$ cat src/rtl/axi4stream_gen_mst.sv
// AXI4-Stream traffic generator master: emits cfg_pkts packets of cfg_len beats
// carrying an incrementing beat count, with optional LFSR-driven tvalid gaps.
module axi4stream_gen_mst #(
  parameter int          DATA_WIDTH = 8,
  parameter int          LEN_WIDTH  = 16,
  parameter logic [15:0] LFSR_SEED  = 16'hACE1
) (
  input  logic                    aclk,
  input  logic                    aresetn,
  input  logic                    cfg_start,
  input  logic [LEN_WIDTH-1:0]    cfg_len,
  input  logic [7:0]              cfg_pkts,
  input  logic                    cfg_throttle,
  input  logic [DATA_WIDTH/8-1:0] cfg_last_keep,
  output logic                    sts_busy,
  output logic                    sts_done,
  output logic                    m_axis_tvalid,
  input  logic                    m_axis_tready,
  output logic [DATA_WIDTH-1:0]   m_axis_tdata,
  output logic [DATA_WIDTH/8-1:0] m_axis_tkeep,
  output logic                    m_axis_tlast
);

  typedef enum logic [1:0] {IDLE, SEND, FIN} state_t;

  state_t                  state;
  logic [LEN_WIDTH-1:0]    len_q;
  logic [7:0]              pkts_q;
  logic                    thr_q;
  logic [DATA_WIDTH/8-1:0] keep_q;
  logic [LEN_WIDTH-1:0]    bip;
  logic [7:0]              pkt_cnt;
  logic [15:0]             lfsr;

  logic [LEN_WIDTH-1:0]    len_eff;
  logic [LEN_WIDTH-1:0]    bip_nxt;
  logic                    last_nxt;
  logic                    first_last;
  logic                    gen_valid;
  logic                    hs;
  logic                    lfsr_fb;

  always_comb begin
    len_eff    = (cfg_len == '0) ? LEN_WIDTH'(1) : cfg_len;
    first_last = (len_eff == LEN_WIDTH'(1));
    bip_nxt    = m_axis_tlast ? '0 : bip + LEN_WIDTH'(1);
    last_nxt   = (bip_nxt == len_q - LEN_WIDTH'(1));
    gen_valid  = thr_q ? lfsr[0] : 1'b1;
    hs         = m_axis_tvalid & m_axis_tready;
    lfsr_fb    = lfsr[15] ^ lfsr[13] ^ lfsr[12] ^ lfsr[10];
  end

  // tdata doubles as the run-global beat counter; payload regs only move on a
  // handshake, which keeps them stable while stalled or throttled.
  always_ff @(posedge aclk or negedge aresetn) begin
    if (!aresetn) begin
      state         <= IDLE;
      len_q         <= '0;
      pkts_q        <= '0;
      thr_q         <= 1'b0;
      keep_q        <= '0;
      bip           <= '0;
      pkt_cnt       <= '0;
      lfsr          <= LFSR_SEED;
      sts_busy      <= 1'b0;
      sts_done      <= 1'b0;
      m_axis_tvalid <= 1'b0;
      m_axis_tdata  <= '0;
      m_axis_tkeep  <= '0;
      m_axis_tlast  <= 1'b0;
    end else begin
      case (state)
        IDLE: begin
          m_axis_tvalid <= 1'b0;
          if (cfg_start) begin
            len_q        <= len_eff;
            pkts_q       <= cfg_pkts;
            thr_q        <= cfg_throttle;
            keep_q       <= cfg_last_keep;
            bip          <= '0;
            pkt_cnt      <= '0;
            m_axis_tdata <= '0;
            if (cfg_pkts != 8'd0) begin
              state         <= SEND;
              sts_busy      <= 1'b1;
              m_axis_tvalid <= cfg_throttle ? lfsr[0] : 1'b1;
              m_axis_tlast  <= first_last;
              m_axis_tkeep  <= first_last ? cfg_last_keep : '1;
            end else begin
              state    <= FIN;
              sts_done <= 1'b1;
            end
          end
        end
        SEND: begin
          lfsr <= {lfsr[14:0], lfsr_fb};
          if (hs) begin
            m_axis_tdata <= m_axis_tdata + DATA_WIDTH'(1);
            bip          <= bip_nxt;
            if (m_axis_tlast && (pkt_cnt == pkts_q - 8'd1)) begin
              state         <= FIN;
              sts_busy      <= 1'b0;
              sts_done      <= 1'b1;
              m_axis_tvalid <= 1'b0;
              m_axis_tlast  <= 1'b0;
            end else begin
              if (m_axis_tlast) pkt_cnt <= pkt_cnt + 8'd1;
              m_axis_tvalid <= gen_valid;
              m_axis_tlast  <= last_nxt;
              m_axis_tkeep  <= last_nxt ? keep_q : '1;
            end
          end else if (!m_axis_tvalid) begin
            m_axis_tvalid <= gen_valid;
          end
        end
        FIN: begin
          sts_done <= 1'b0;
          state    <= IDLE;
        end
        default: state <= IDLE;
      endcase
    end
  end

endmodule

$ cat config.mk
export PLATFORM = sky130hd
export DESIGN_NAME = axi4stream_gen_mst
export DESIGN_NICKNAME = d
export VERILOG_FILES = /design/src/rtl/axi4stream_gen_mst.sv
export SDC_FILE = /design/constraint.sdc
export NUM_CORES = 1
export LEC_CHECK = 0
export CORE_ASPECT_RATIO = 2
export CORE_MARGIN = 1
export CORE_UTILIZATION = 54
export CTS_CLUSTER_SIZE = 40
export DETAILED_ROUTE_END_ITERATION = 8
export GPL_ROUTABILITY_DRIVEN = 0
export PLACE_DENSITY = 0.82
export SYNTH_ARGS = -nofsm -noshare
export SYNTH_HDL_FRONTEND = slang
export SYNTH_SLANG_ARGS = --single-unit
$ cat constraint.sdc
create_clock -name aclk -period 5 [get_ports aclk]
set_clock_uncertainty 0.2 [all_clocks]
set_input_delay 0.5 -clock aclk [delete_from_list [all_inputs] [get_ports aclk]]
set_output_delay 0.5 -clock aclk [all_outputs]
set_load 0.05 [all_outputs]
==> results by group <==
Run status
  • Status: completed

Route
  • Detailed-route via count: slightly below 4000
  • Drt total wl: roughly 11 mm
  • Router iterations before antenna repair: 4
  • Avg WL per Cell: roughly 17 um
  • Post-DR vias/cell: about 6.2
  • Antenna Nets Post-Route: 0
  • 1st-iter DRT viols: ~320
  • DRC Markers: 0

Timing
  • Final Hold Fails: 0
  • Final period util: 0.676
  • Rel. slew slack: 0.316
  • Tmin final: between 3 and 4 ns
  • TNS Setup: 0 ns
  • Max Clk Rate: about 300 MHz
  • Worst Max-Slew Pin Slew: 1.03 ns
  • Final setup margin: between 1.5 and 2 ns
  • RSZ-0062 raised after global routing: no
  • Final setup violation count: 0
  • Final slew viol count: 0

Clocking
  • Total CTS buffers: 9
  • CTS tree: done
  • CTS root buf: clkbuf_16
  • TritonCTS Sinks: 81
  • Resized cells post-CTS: 0
  • H-tree depth: 3
  • Max Root-Sink Buffers: 2
  • Clock transition at path regs: approximately 0.060 ns
  • Post-CTS Setup Bufs: 0
  • Hold-fix buffers, CTS: 0
  • Clock Latency Late Sink: 0.34 ns

Place
  • Worst slack at placement: 1.60 ns
  • Placed Area: ~5200 um2
  • Post-DP HPWL: a little under 8 mm
  • IO buf count: 42

Setup path
  • Required time of the worst setup path: a little over 5 ns
  • Reg2Reg Launch Point: state[1]$_DFFE_PN0P_
  • Worst r2r dst: pkt_cnt[5]$_DFFE_PN0P_
  • Critical path class: reg2reg
  • Reg2Reg Depth: 8
  • CP arrival: ~3.4 ns
  • Setup crit end: pkt_cnt[5]$_DFFE_PN0P_
  • Critical Path Fanout Max: 27
  • R2R setup slack: between 1.5 and 2 ns
  • Crit. Startpoint: state[1]$_DFFE_PN0P_
  • CP Capture Type: register
  • Critical path startpoint category: register

Layout
  • Layout cells sized above 1: 0.135
  • Layout area overhead: 17.0%
  • Final Net Count: 560
  • N_diodes: 0
  • Post-route cell area: between 5000 and 6000 um2

Yosys
  • Syn Nets: 525
  • Sequential share of the synthesized area: 0.430
  • Cells after Synth: slightly below 500
  • YS warnings: 0
  • Post-synth ARST share: 1.00
  • Synth unique cells: 58
  • Syn_area_per_cell: slightly below 10 um2
  • Post-synth EDFFs: 0
  • Synth Cell Area: between 4000 and 5000 um2
  • Post-synth top flop: dfrtp_1
  • #FFs+latches synth: between 80 and 90

Power and ir drop
  • Worst vdd ir: about 0.46 mV
  • Static leakage: roughly 0.0022 uW
  • Combinational power share: 0.379
  • Post-layout power: roughly 2900 uW
  • Switch share: 0.365
  • Clk pwr share: 0.246
  • Sequential Power Share: 0.375
  • P_sw: between 1000 and 1500 uW
  • Power density over the cells: between 500 and 600 nW/um2
  • Design internal power: 1840 uW

Floorplanning
  • CORE AREA: between 8000 and 9000 um2
  • Io pins: 43
  • Die boundary height: 135 um
  • Die width: approximately 68 um
  • Row count: 48
  • Initial Util: 0.552
  • Die area: between 9000 and 10000 um2

Global routing
  • Global-route wire length before repair: about 18 mm
  • Initial antenna violation count: 0
  • All-Layer GR Usage: 0.265
  • Grt total ovfl: 0
  • Vias in the first global route: roughly 4000
  • Largest net degree at the start of global routing: a little over 80

Flow run
  • Maxcap violations: 0

Min path
  • Hold crit path type: in2async
-- area by class of cell --
type                            count  area [um2]
Fill cell                         674        3040
Multi-Input combinational cell    365        2550
Sequential cell                    81        2040
Timing Repair Buffer               44         433
Clock buffer                        9         225
Tap cell                          100         125
Clock inverter                      7         100
Inverter                           21        78.8
-- synth_stat cells, drive strengths merged (4+ instances only) --
cell | number | area, um2
dfrtp | 73 | 1830
o21ai | 43 | 215
nand2 | 37 | 139
mux2 | 35 | 394
nor2 | 30 | 113
xnor2 | 25 | 219
inv | 21 | 78.8
a21oi | 18 | 90.1
clkbuf | 17 | 63.8
nand3 | 15 | 75.1
or3 | 15 | 98.8
or4 | 13 | 109
xor2 | 12 | 105
nor4 | 11 | 75.1
nand4 | 10 | 62.6
a22o | 8 | 70.1
dfstp | 8 | 210
ha | 8 | 100
mux2i | 8 | 80.1
nor3 | 7 | 35.0
o31ai | 7 | 52.6
a31oi | 6 | 37.5
nor2b | 6 | 37.5
nand2b | 5 | 31.3
and3 | 4 | 25.0
-- power groups by stage --
stage	logic, uW	clock network (uW)	registers, uW
after floorplan	829	0	1080
after global placement	1050	0	1080
after detailed placement	1100	0	1090
after CTS	1110	726	1080
after global routing	1220	751	1120
final	1100	715	1090
-- routing by layer --
layer / part of all wire / global-route usage / up-vias
met1: 0.38 / 0.299 / 1919
met2: 0.55 / 0.449 / 99
met3: 0.029 / 0.0541 / 36
met4: 0.038 / 0.142 / 0
met5: 0 / 0 / -
li1: - / - / 1857
-- metrics by stage --
step	util	hold WS [ns]	cells
2_1_floorplan	-	0.00441	487
3_3_place_gp	0.608	0.287	611
3_5_place_dp	0.608	0.292	611
4_1_cts	0.646	0.176	627
5_1_grt	0.646	0.228	627
6_report	0.646	0.129	627
-- critical path, stage by stage, from the launching register on --
cell     delay [ns]
dfrtp_1        0.40
inv_1          0.09
ha_1           0.83
nand3_1        0.18
o21ai_0        0.16
and2_1         0.51
a31oi_1        0.35
or3_1          0.42
a21oi_1        0.15
-- registers in the layout, indices dropped and copies added (netlist names) --
| signal | flops |
|---|---|
| m_axis_tlast | 1 |
| sts_done | 1 |
| sts_busy | 1 |
| m_axis_tkeep | 1 |
| m_axis_tvalid | 1 |
| lfsr | 16 |
| pkts_q | 8 |
| keep_q | 1 |
| pkt_cnt | 8 |
| m_axis_tdata | 8 |
| bip | 16 |
| thr_q | 1 |
| state | 2 |
| len_q | 16 |
-- layout by cell type (no fill, tap or decap), drive strengths merged, types with 7 or more instances in the layout --
cell,count
dfstp,8
nor4,11
nand3,15
o31ai,7
a21oi,18
clkdlybuf4s50,41
a22o,8
nand4,10
mux2,35
nand2,37
dfrtp,73
mux2i,8
ha,8
inv,23
xor2,12
or3,15
or4,13
clkbuf,9
o21ai,43
nor2,30
nor3,7
xnor2,25
-- logic make-up after synthesis --
kind of cell | share of synthesized area
AOI/OAI and AO/OA | 0.143
xor gates and xnor gates | 0.0779
adders and majority gates | 0.0211
buffers and inverters | 0.0327
DFF | 0.430
muxes | 0.100
and+or+nand+nor | 0.196
-- how the worst min path moves through the flow --
stage / from / endpoint / slack, ns / cells past startpoint
2_1_floorplan: aresetn / bip[0]$_DFFE_PN0P_ / 0.004 / 0
6_report: aresetn / m_axis_tdata[5]$_DFFE_PN0P_ / 0.13 / 1
5_1_grt: aresetn / m_axis_tdata[5]$_DFFE_PN0P_ / 0.23 / 1
4_1_cts: aresetn / m_axis_tdata[5]$_DFFE_PN0P_ / 0.18 / 1
3_3_place_gp: lfsr[2]$_DFFE_PN0P_ / lfsr[2]$_DFFE_PN0P_ / 0.29 / 1
3_5_place_dp: sts_busy$_DFFE_PN0P_ / sts_busy$_DFFE_PN0P_ / 0.29 / 2
Note: power is estimated with default switching activity, not from simulation.
